<file path="src/rtl/fetch_queue_pkg.sv">
// Shared constants for the fetch queue and the decode stage that consumes it.
// NOP_INSTR is the bubble decode sees whenever the queue has nothing valid.
package fetch_queue_pkg;

  localparam logic [31:0] NOP_INSTR     = 32'h0000_0013;
  localparam int          DEFAULT_W     = 32;
  localparam int          DEFAULT_DEPTH = 4;

endpackage : fetch_queue_pkg

</file>
<file path="src/rtl/fetch_queue_reg.sv">
// Generic enable register with asynchronous active-high reset.
// Pointer and occupancy state in the fetch queue are built from this primitive.
module fetch_queue_reg #(
  parameter int               WIDTH     = 1,
  parameter logic [WIDTH-1:0] RESET_VAL = '0
) (
  input  logic             clk,
  input  logic             rst,
  input  logic             en_i,
  input  logic [WIDTH-1:0] d_i,
  output logic [WIDTH-1:0] q_o
);

  // NOTE: sequential state is written with <= so every flop samples the
  // pre-edge values of its neighbours, regardless of block ordering.
  always_ff @(posedge clk or posedge rst) begin
    if (rst) begin
      q_o <= RESET_VAL;
    end else if (en_i) begin
      q_o <= d_i;
    end
  end

endmodule : fetch_queue_reg

</file>
<file path="src/rtl/fetch_queue.sv">
// Instruction fetch buffer: circular FIFO of {pc, instr} between fetch and decode,
// with PC back-pressure when full and a whole-queue squash on redirect.
module fetch_queue
  import fetch_queue_pkg::*;
#(
  parameter  int W     = DEFAULT_W,
  parameter  int DEPTH = DEFAULT_DEPTH,
  localparam int AW    = $clog2(DEPTH)
) (
  input  logic          clk,
  input  logic          rst,
  input  logic          in_valid,
  input  logic [W-1:0]  in_pc,
  input  logic [W-1:0]  in_instr,
  output logic          in_ready,
  output logic          pc_write,
  input  logic          flush,
  output logic          out_valid,
  output logic [W-1:0]  out_pc,
  output logic [W-1:0]  out_instr,
  input  logic          out_ready,
  output logic [AW:0]   count
);

  localparam logic [AW:0] FULL_COUNT = (AW + 1)'(DEPTH);

  logic [AW-1:0] wr_ptr_q, wr_ptr_d;
  logic [AW-1:0] rd_ptr_q, rd_ptr_d;
  logic [AW:0]   count_q,  count_d;
  logic          push, pop;

  logic [W-1:0]  pc_mem_q    [DEPTH];
  logic [W-1:0]  instr_mem_q [DEPTH];

  // Readiness comes only from registered occupancy, so decode's out_ready
  // never reaches the PC enable combinationally.
  assign in_ready  = (count_q < FULL_COUNT);
  assign pc_write  = in_ready;
  assign out_valid = (count_q != '0) && !flush;

  assign push = in_valid && in_ready && !flush;
  assign pop  = out_valid && out_ready;

  // NOTE: every signal gets its default before any branch, so no path
  // through this block leaves a value unassigned and no latch is inferred.
  always_comb begin
    wr_ptr_d = wr_ptr_q;
    rd_ptr_d = rd_ptr_q;
    count_d  = count_q;
    if (flush) begin
      wr_ptr_d = '0;
      rd_ptr_d = '0;
      count_d  = '0;
    end else begin
      if (push) wr_ptr_d = wr_ptr_q + 1'b1;
      if (pop)  rd_ptr_d = rd_ptr_q + 1'b1;
      unique case ({push, pop})
        2'b10:   count_d = count_q + 1'b1;
        2'b01:   count_d = count_q - 1'b1;
        default: count_d = count_q;
      endcase
    end
  end

  fetch_queue_reg #(.WIDTH(AW)) u_wr_ptr (
    .clk  (clk),
    .rst  (rst),
    .en_i (1'b1),
    .d_i  (wr_ptr_d),
    .q_o  (wr_ptr_q)
  );

  fetch_queue_reg #(.WIDTH(AW)) u_rd_ptr (
    .clk  (clk),
    .rst  (rst),
    .en_i (1'b1),
    .d_i  (rd_ptr_d),
    .q_o  (rd_ptr_q)
  );

  fetch_queue_reg #(.WIDTH(AW + 1)) u_count (
    .clk  (clk),
    .rst  (rst),
    .en_i (1'b1),
    .d_i  (count_d),
    .q_o  (count_q)
  );

  // NOTE: the storage array has no reset; stale entries are never visible
  // because out_valid and the output mux are governed by the reset counters.
  always_ff @(posedge clk) begin
    if (push) begin
      pc_mem_q[wr_ptr_q]    <= in_pc;
      instr_mem_q[wr_ptr_q] <= in_instr;
    end
  end

  assign out_pc    = out_valid ? pc_mem_q[rd_ptr_q]    : '0;
  assign out_instr = out_valid ? instr_mem_q[rd_ptr_q] : W'(NOP_INSTR);
  assign count     = count_q;

endmodule : fetch_queue

</file>
<file path="config.mk">
export PLATFORM = sky130hd
export DESIGN_NAME = fetch_queue
export DESIGN_NICKNAME = d
export VERILOG_FILES = /design/src/rtl/fetch_queue_pkg.sv /design/src/rtl/fetch_queue_reg.sv /design/src/rtl/fetch_queue.sv
export SDC_FILE = /design/constraint.sdc
export NUM_CORES = 1
export LEC_CHECK = 0
export ABC_CLOCK_PERIOD_IN_PS = 3300
export CAP_MARGIN = 20
export CORE_ASPECT_RATIO = 0.8
export CORE_MARGIN = 4
export CORE_UTILIZATION = 55
export DETAILED_ROUTE_END_ITERATION = 8
export GPL_TIMING_DRIVEN = 0
export PLACE_DENSITY_LB_ADDON = 0.15
export SYNTH_ARGS = -nofsm -noshare
export SYNTH_HDL_FRONTEND = slang
export SYNTH_SLANG_ARGS = --single-unit
</file>
<file path="constraint.sdc">
create_clock -name clk -period 3.3 [get_ports clk]
set_input_delay 0.99 -clock clk [delete_from_list [all_inputs] [get_ports clk]]
set_output_delay 0.99 -clock clk [all_outputs]
set_load 0.1 [all_outputs]
</file>
## After elaboration in Yosys (flattened, before gate mapping)

Memory sizes are Yosys's and may differ from the RTL's.
Cells that the tools add are included.

- Add/subtract/negate cells: 4
- Order comparisons: 1
- Eq/ne operators: 2
- Muxes and demuxes: 10
- Reduce and logical (&&, ||, !) cells: 9

Operators with widths:

| operator | number |
|---|---|
| $mux 32 | 2 |
| $mux 2 | 4 |
| $pmux 3 s2 | 1 |
| $reduce_bool 3->1 | 2 |
| $add 2x1->2 const B | 2 |
| $logic_and 1x1->1 | 4 |
| $reduce_bool 2->1 | 2 |
| $add 3x1->3 const B | 1 |
| $lt 3x3->1 const B | 1 |
| $mux 3 | 1 |
| $sub 3x1->3 const B | 1 |
| $eq 2x1->1 const B | 1 |
| $eq 2x2->1 const B | 1 |
| $mux 1 | 2 |
| $logic_not 1->1 | 1 |

- Register bits: 7
- Bits in writable memories: 256
- Input port bits: 69
- Output and inout bits: 70
- Word-level logic and storage cells: 31
- Memories kept: 2

Memory list:

| memory | words | width | read ports | clocked after Yosys merged registers in | wr ports | line | RTL |
|---|---|---|---|---|---|---|---|
| instr_mem_q | 4 | 32 | 1 | 0 | 1 | fetch_queue.sv:33 | `logic [W-1:0] instr_mem_q [DEPTH];` |
| pc_mem_q | 4 | 32 | 1 | 0 | 1 | fetch_queue.sv:32 | `logic [W-1:0] pc_mem_q [DEPTH];` |

## Logic depth before layout (Yosys ltp)

Gate-level depths: netlist of the first run.

- Depth after elaboration: 6
- Depth in mapped cells: 9
- Mapped depth without buffers: 7

## Hierarchy

From an unflattened synthesis of the first run, not the netlist that was laid out.

- Cell total of the unflattened synthesis: 461
- Area total of the unflattened synthesis: 10,198.5 µm²

By module, submodules not included:

| module | times used | cells an instance | area an instance (µm²) | sequential area each (µm²) |
|---|---|---|---|---|
| fetch_queue | 1 | 444 | 9,933.3 | 7,687.4 |
| fetch_queue_reg at u_rd_ptr ... | 2 | 5 | 76.3 | 50.0 |
| fetch_queue_reg at u_count | 1 | 7 | 112.6 | 75.1 |

## Worst setup path after synthesis of the first run

Ideal clock, no wire load.

- Kind: reg-to-output
- Start point: register u_count.q_o[0]
- End point: output out_instr[22]
- Arrival time: 3.443 ns
- Data required time: 2.310 ns
- Path slack: -1.133 ns
- Stages on the path, launching flop included: 6
- Path buffers: 2
- Cell sequence: dfrtp_1 > buf_2 > nor3_2 > nor2_2 > clkbuf_1 > and2_1

- Cells in the longest elaborated chain, start to end: 3

Ends and longest elaborated chain:

| element | line | RTL |
|---|---|---|
| start: declaration | fetch_queue_reg.sv:11 | `output logic [WIDTH-1:0] q_o` |
| start signal: assignment | fetch_queue_reg.sv:20 | `q_o <= d_i;` |
| $reduce_bool 3->1 | fetch_queue.sv:39 | `assign out_valid = (count_q != '0) && !flush;` |
| $logic_and 1x1->1 | fetch_queue.sv:39 |  |
| via out_valid | fetch_queue.sv:18 | `output logic out_valid,` |
| $mux 32 | fetch_queue.sv:99 | `assign out_instr = out_valid ? instr_mem_q[rd_ptr_q] : W'(NOP_INSTR);` |
| end: declaration | fetch_queue.sv:20 | `output logic [W-1:0] out_instr,` |

The timed path passes the listed nets, and every way through them passes these cells.

## Worst setup path after layout of the first run

- Start point: register u_count.q_o[2]
- End point: output in_ready

- Cells in the longest elaborated chain, start to end: 1

Ends and longest elaborated chain:

| element | line | RTL |
|---|---|---|
| $lt 3x3->1 | fetch_queue.sv:37 | `assign in_ready = (count_q < FULL_COUNT);` |
| end: declaration | fetch_queue.sv:15 | `output logic in_ready,` |

Every way passes these cells.

==> results.txt, run 1 <==
----------------------------------------------------
[Synthesis]
  Most used standard cell by instance count after synthesis ... edfxtp_1
  Number of instances in the synthesized netlist ... roughly 470
  Post-synthesis sequential element count ... 263
  Yosys warns ... 0
  Post-synth top area cell ... edfxtp_1
  EDFF count, synth ... approximately 260
  Cell types occupying the most area after synthesis ... edfxtp_1 75%, mux4_2 14%, and2_1 4.0%, dfrtp_1 1.7%, buf_6 0.55%
  Post-synthesis instance area ... a little over 10000 um2
  Ys async rst share ... under 10%
  Net Count, Synth ... ~540
  Most frequent cells after synthesis ... 256 x edfxtp_1, 65 x and2_1, 64 x mux4_2
  Ys flop type ... edfxtp_1
  Proportion of synthesized chip area in sequential cells ... 77.1%
  Share of the synthesized area in the top cell type ... between 70% and 80%
  Count of cell types in the netlist ... 33
  Mean cell area of the mapped netlist ... approximately 22 um2

[Floorplanning]
  Core Rows ... between 40 and 50
  Area enclosed by the die boundary ... between 20000 and 25000 um2
  I/O pins ... ~140
  Die Span X ... 160 um
  Core region area ... between 15000 and 20000 um2
  Initial cell density of the core ... between 50% and 60%
  Vertical die dimension ... approximately 130 um

[Drt]
  Number of vias per cell after detailed routing ... between 5 and 6
  Post-route DRC violation count ... 0
  First DRT Iteration DRCs ... slightly above 300
  Total wire length after detailed routing ... about 19000 um
  Vias ... 5007
  Post-route antenna net violation count ... 0
  Pre-antenna DRT Iters ... 4
  Detailed-route wire length per cell ... between 20 and 25 um

[Timing]
  Worst setup skew after layout ... between 0.01 and 0.015 ns
  Final number of hold-violating endpoints ... 0
  Transition time at the pin with the least slew margin ... 0.992 ns
  Setup repair after global routing missed its margin ... true
  Final min period ... approximately 3.2 ns
  Fraction of the cycle the final worst path needs ... a little over nine tenths
  Fmax achieved ... slightly above 300 MHz
  Post-route worst setup slack ... 0.0909 ns
  Hold_ws ... 0.625 ns
  Relative slew slack ... 33.6%
  Number of failing setup endpoints in the final timing report ... 0
  Final-report max-slew violation count ... 0

[GRT]
  Via count of the first global-routing pass ... 5199
  Initial antenna violation count ... 1
  Sum of overflow across all layers after global routing ... 0
  Global routing usage summed across all routing layers ... 18.2%
  Global-route wire length before repair ... 29400 um
  Largest net degree at the start of global routing ... 50

[Clock network]
  Clock Sink Count ... 263
  TritonCTS clock tree ... built
  Clock transition time at the flip-flop clock pins of the worst setup and hold paths ... roughly 0.06 ns
  Max clock buf depth ... 3
  Root Buffer Master ... clkbuf_16
  H-tree level count ... 1
  CTS Hold Bufs ... 0
  Clock latency at the later pin of the worst-skew pair ... 0.52 ns
  Num CTS Buffers ... 26

[Final layout]
  Number of inserted diodes ... 0
  Layout Area Growth over Synthesis ... 28.1%
  Fill cell count ... between 1000 and 1500
  Final Instance Count excl. Fillers ... about 900
  Final Net Count ... between 700 and 800
  Ratio of cells with drive above 1 in the final layout ... around 34%

[Run]
  Number of maximum-capacitance violations ... 0

[Critical path]
  Crit path arrival time ... 2.22 ns
  R2R depth ... 9
  Highest fanout seen on the critical path ... 9
  Required arrival time at the worst endpoint ... 2.31 ns
  Endpoint class of the critical path ... output port
  Crit start category ... register
  Cell-by-cell listing of the critical path ... inv_1 -> clkdlybuf4s50_1
  Type of the worst setup path ... reg -> out
  Highest cell delay on the worst timing path ... about 1.1 ns
  Slowest stage cell on the critical path ... clkdlybuf4s50_1

[Power]
  Fraction of power consumed by combinational cells ... roughly 20%
  Power density of the placed cells ... about 660 nW/um2
  Static Leakage ... roughly 0.0044 uW
  Internal Pwr Total ... between 6000 and 7000 uW
  Max VDD drop ... roughly 0.45 mV
  Net Sw Frac ... a little over a quarter
  Sequential group share of total power ... around 44%
  Net Sw Power ... 2360 uW
  Total Power ... between 8000 and 9000 uW
  Clock network fraction of total power ... about a third

[Worst hold path]
  Type of the worst min-delay path ... reg -> reg
  Hold Crit Depth ... 2

[Place]
  Number of port buffers ... roughly 140
  Routability cong. ... between 0.6 and 0.7
  Number of placed instances with taps included ... 839
  HPWL Detailed ... 11700 um
  Post-Place Worst Slack ... -1.44 ns

[Run status]
  Outcome ... completed

----------------------------------------------------
## area by class of cell
class	count	area, um2	share of cell area [%]
Clock inverter	19	228	1.74
Sequential cell	263	7870	60.2
Multi-Input combinational cell	175	2230	17.1
Inverter	4	15.0	0.115
Clock buffer	29	683	5.23
Buffer	26	184	1.41
Tap cell	230	288	2.20
Timing Repair Buffer	144	1580	12.1
## placed cells by master (no fill, tap or decap), drive strengths merged, types with 5 or more instances in the layout
master,n
bufinv,5
edfxtp,256
mux4,64
clkdlybuf4s50,70
dfrtp,7
buf,90
nor2,10
clkbuf,37
clkinv,13
and2,65
## metal layers
| layer | track usage (%) | share of wire [%] | vias up |
|---|---|---|---|
| li1 | - | - | 2241 |
| met1 | 24.8 | 42 | 2595 |
| met2 | 31.2 | 51 | 141 |
| met3 | 3.57 | 5.2 | 28 |
| met4 | 4.30 | 1.9 | 2 |
| met5 | 0 | 0.043 | - |
## per-stage QoR
stage / instance area (um2) / TNS, ns / util, %
2_1_floorplan: 10200 / -0.0973 / -
3_3_place_gp: 11900 / -164.77 / 65.5
3_5_place_dp: 12000 / -86.44 / 66.0
4_1_cts: 13100 / 0 / 71.8
5_1_grt: 13100 / -0.0215 / 71.9
6_report: 13100 / 0 / 71.9
## kinds of logic (layout without fill, tap and decap cells)
family / count (synthesis) / in the layout / synth area share (%)
XOR/XNOR: 6 / 6 / 0.515
buffers and inverters: 30 / 222 / 1.64
multiplexers: 64 / 64 / 14.1
AO/OA/AOI/OAI: 11 / 11 / 0.674
adder cells (fa/ha/maj): 5 / 5 / 0.687
flip-flops: 263 / 263 / 77.1
AND/OR/NAND/NOR: 89 / 89 / 5.30
## worst paths after layout
check                                             from                           to  slack, ns
max in group asynchronous                          rst   u_count.q_o[1]$_DFFE_PP0P_       2.28
min                        u_wr_ptr.q_o[0]$_DFFE_PP0P_  u_wr_ptr.q_o[0]$_DFFE_PP0P_       0.63
max reg2reg                 u_count.q_o[0]$_DFFE_PP0P_   u_count.q_o[2]$_DFFE_PP0P_       0.84
min reg2reg                u_wr_ptr.q_o[0]$_DFFE_PP0P_  u_wr_ptr.q_o[0]$_DFFE_PP0P_       0.63
max                         u_count.q_o[2]$_DFFE_PP0P_                     in_ready       0.09
min in group asynchronous                          rst   u_count.q_o[2]$_DFFE_PP0P_       0.74
## what timing repair did
| action | 4_1_cts | 5_1_grt |
|---|---|---|
| setup buffers | 2 | 1 |
| pin swaps | 1 | 1 |
| resized for setup | 474 | 3 |
| endpoints found under the setup margin | 66 | 59 |
| gates cloned | 0 | 0 |
## power by group through the flow
stage | Clock, uW | Combinational (uW) | Sequential (uW)
floorplan | 0 | 1230 | 3920
global placement | 0 | 1680 | 3890
detailed placement | 0 | 1710 | 3900
CTS | 3120 | 1790 | 3830
global route | 3260 | 1860 | 3840
finish | 3060 | 1770 | 3830
## state kept, by name (all words and copies together), names as in the netlist
name,cells
u_wr_ptr.q_o,2
instr_mem_q,128
u_count.q_o,3
u_rd_ptr.q_o,2
pc_mem_q,128
## critical path: cells and delay by family (launching register included)
kind                   cells  cell delay (ns)
buffers and inverters      2             1.23
DFF                        1             0.48
Note: power is estimated with default switching activity, not from simulation.
==> run 2: changes to the inputs <==
--- a/config.mk
+++ b/config.mk
@@ -10,6 +10,7 @@
 export CORE_ASPECT_RATIO = 0.8
 export CORE_MARGIN = 4
 export CORE_UTILIZATION = 55
+export CTS_CLUSTER_SIZE = 40
 export DETAILED_ROUTE_END_ITERATION = 8
 export GPL_TIMING_DRIVEN = 0
 export PLACE_DENSITY_LB_ADDON = 0.15
==> results of run 2 <==
No change in the layout: final DEF, timing and power equal those of run 1.
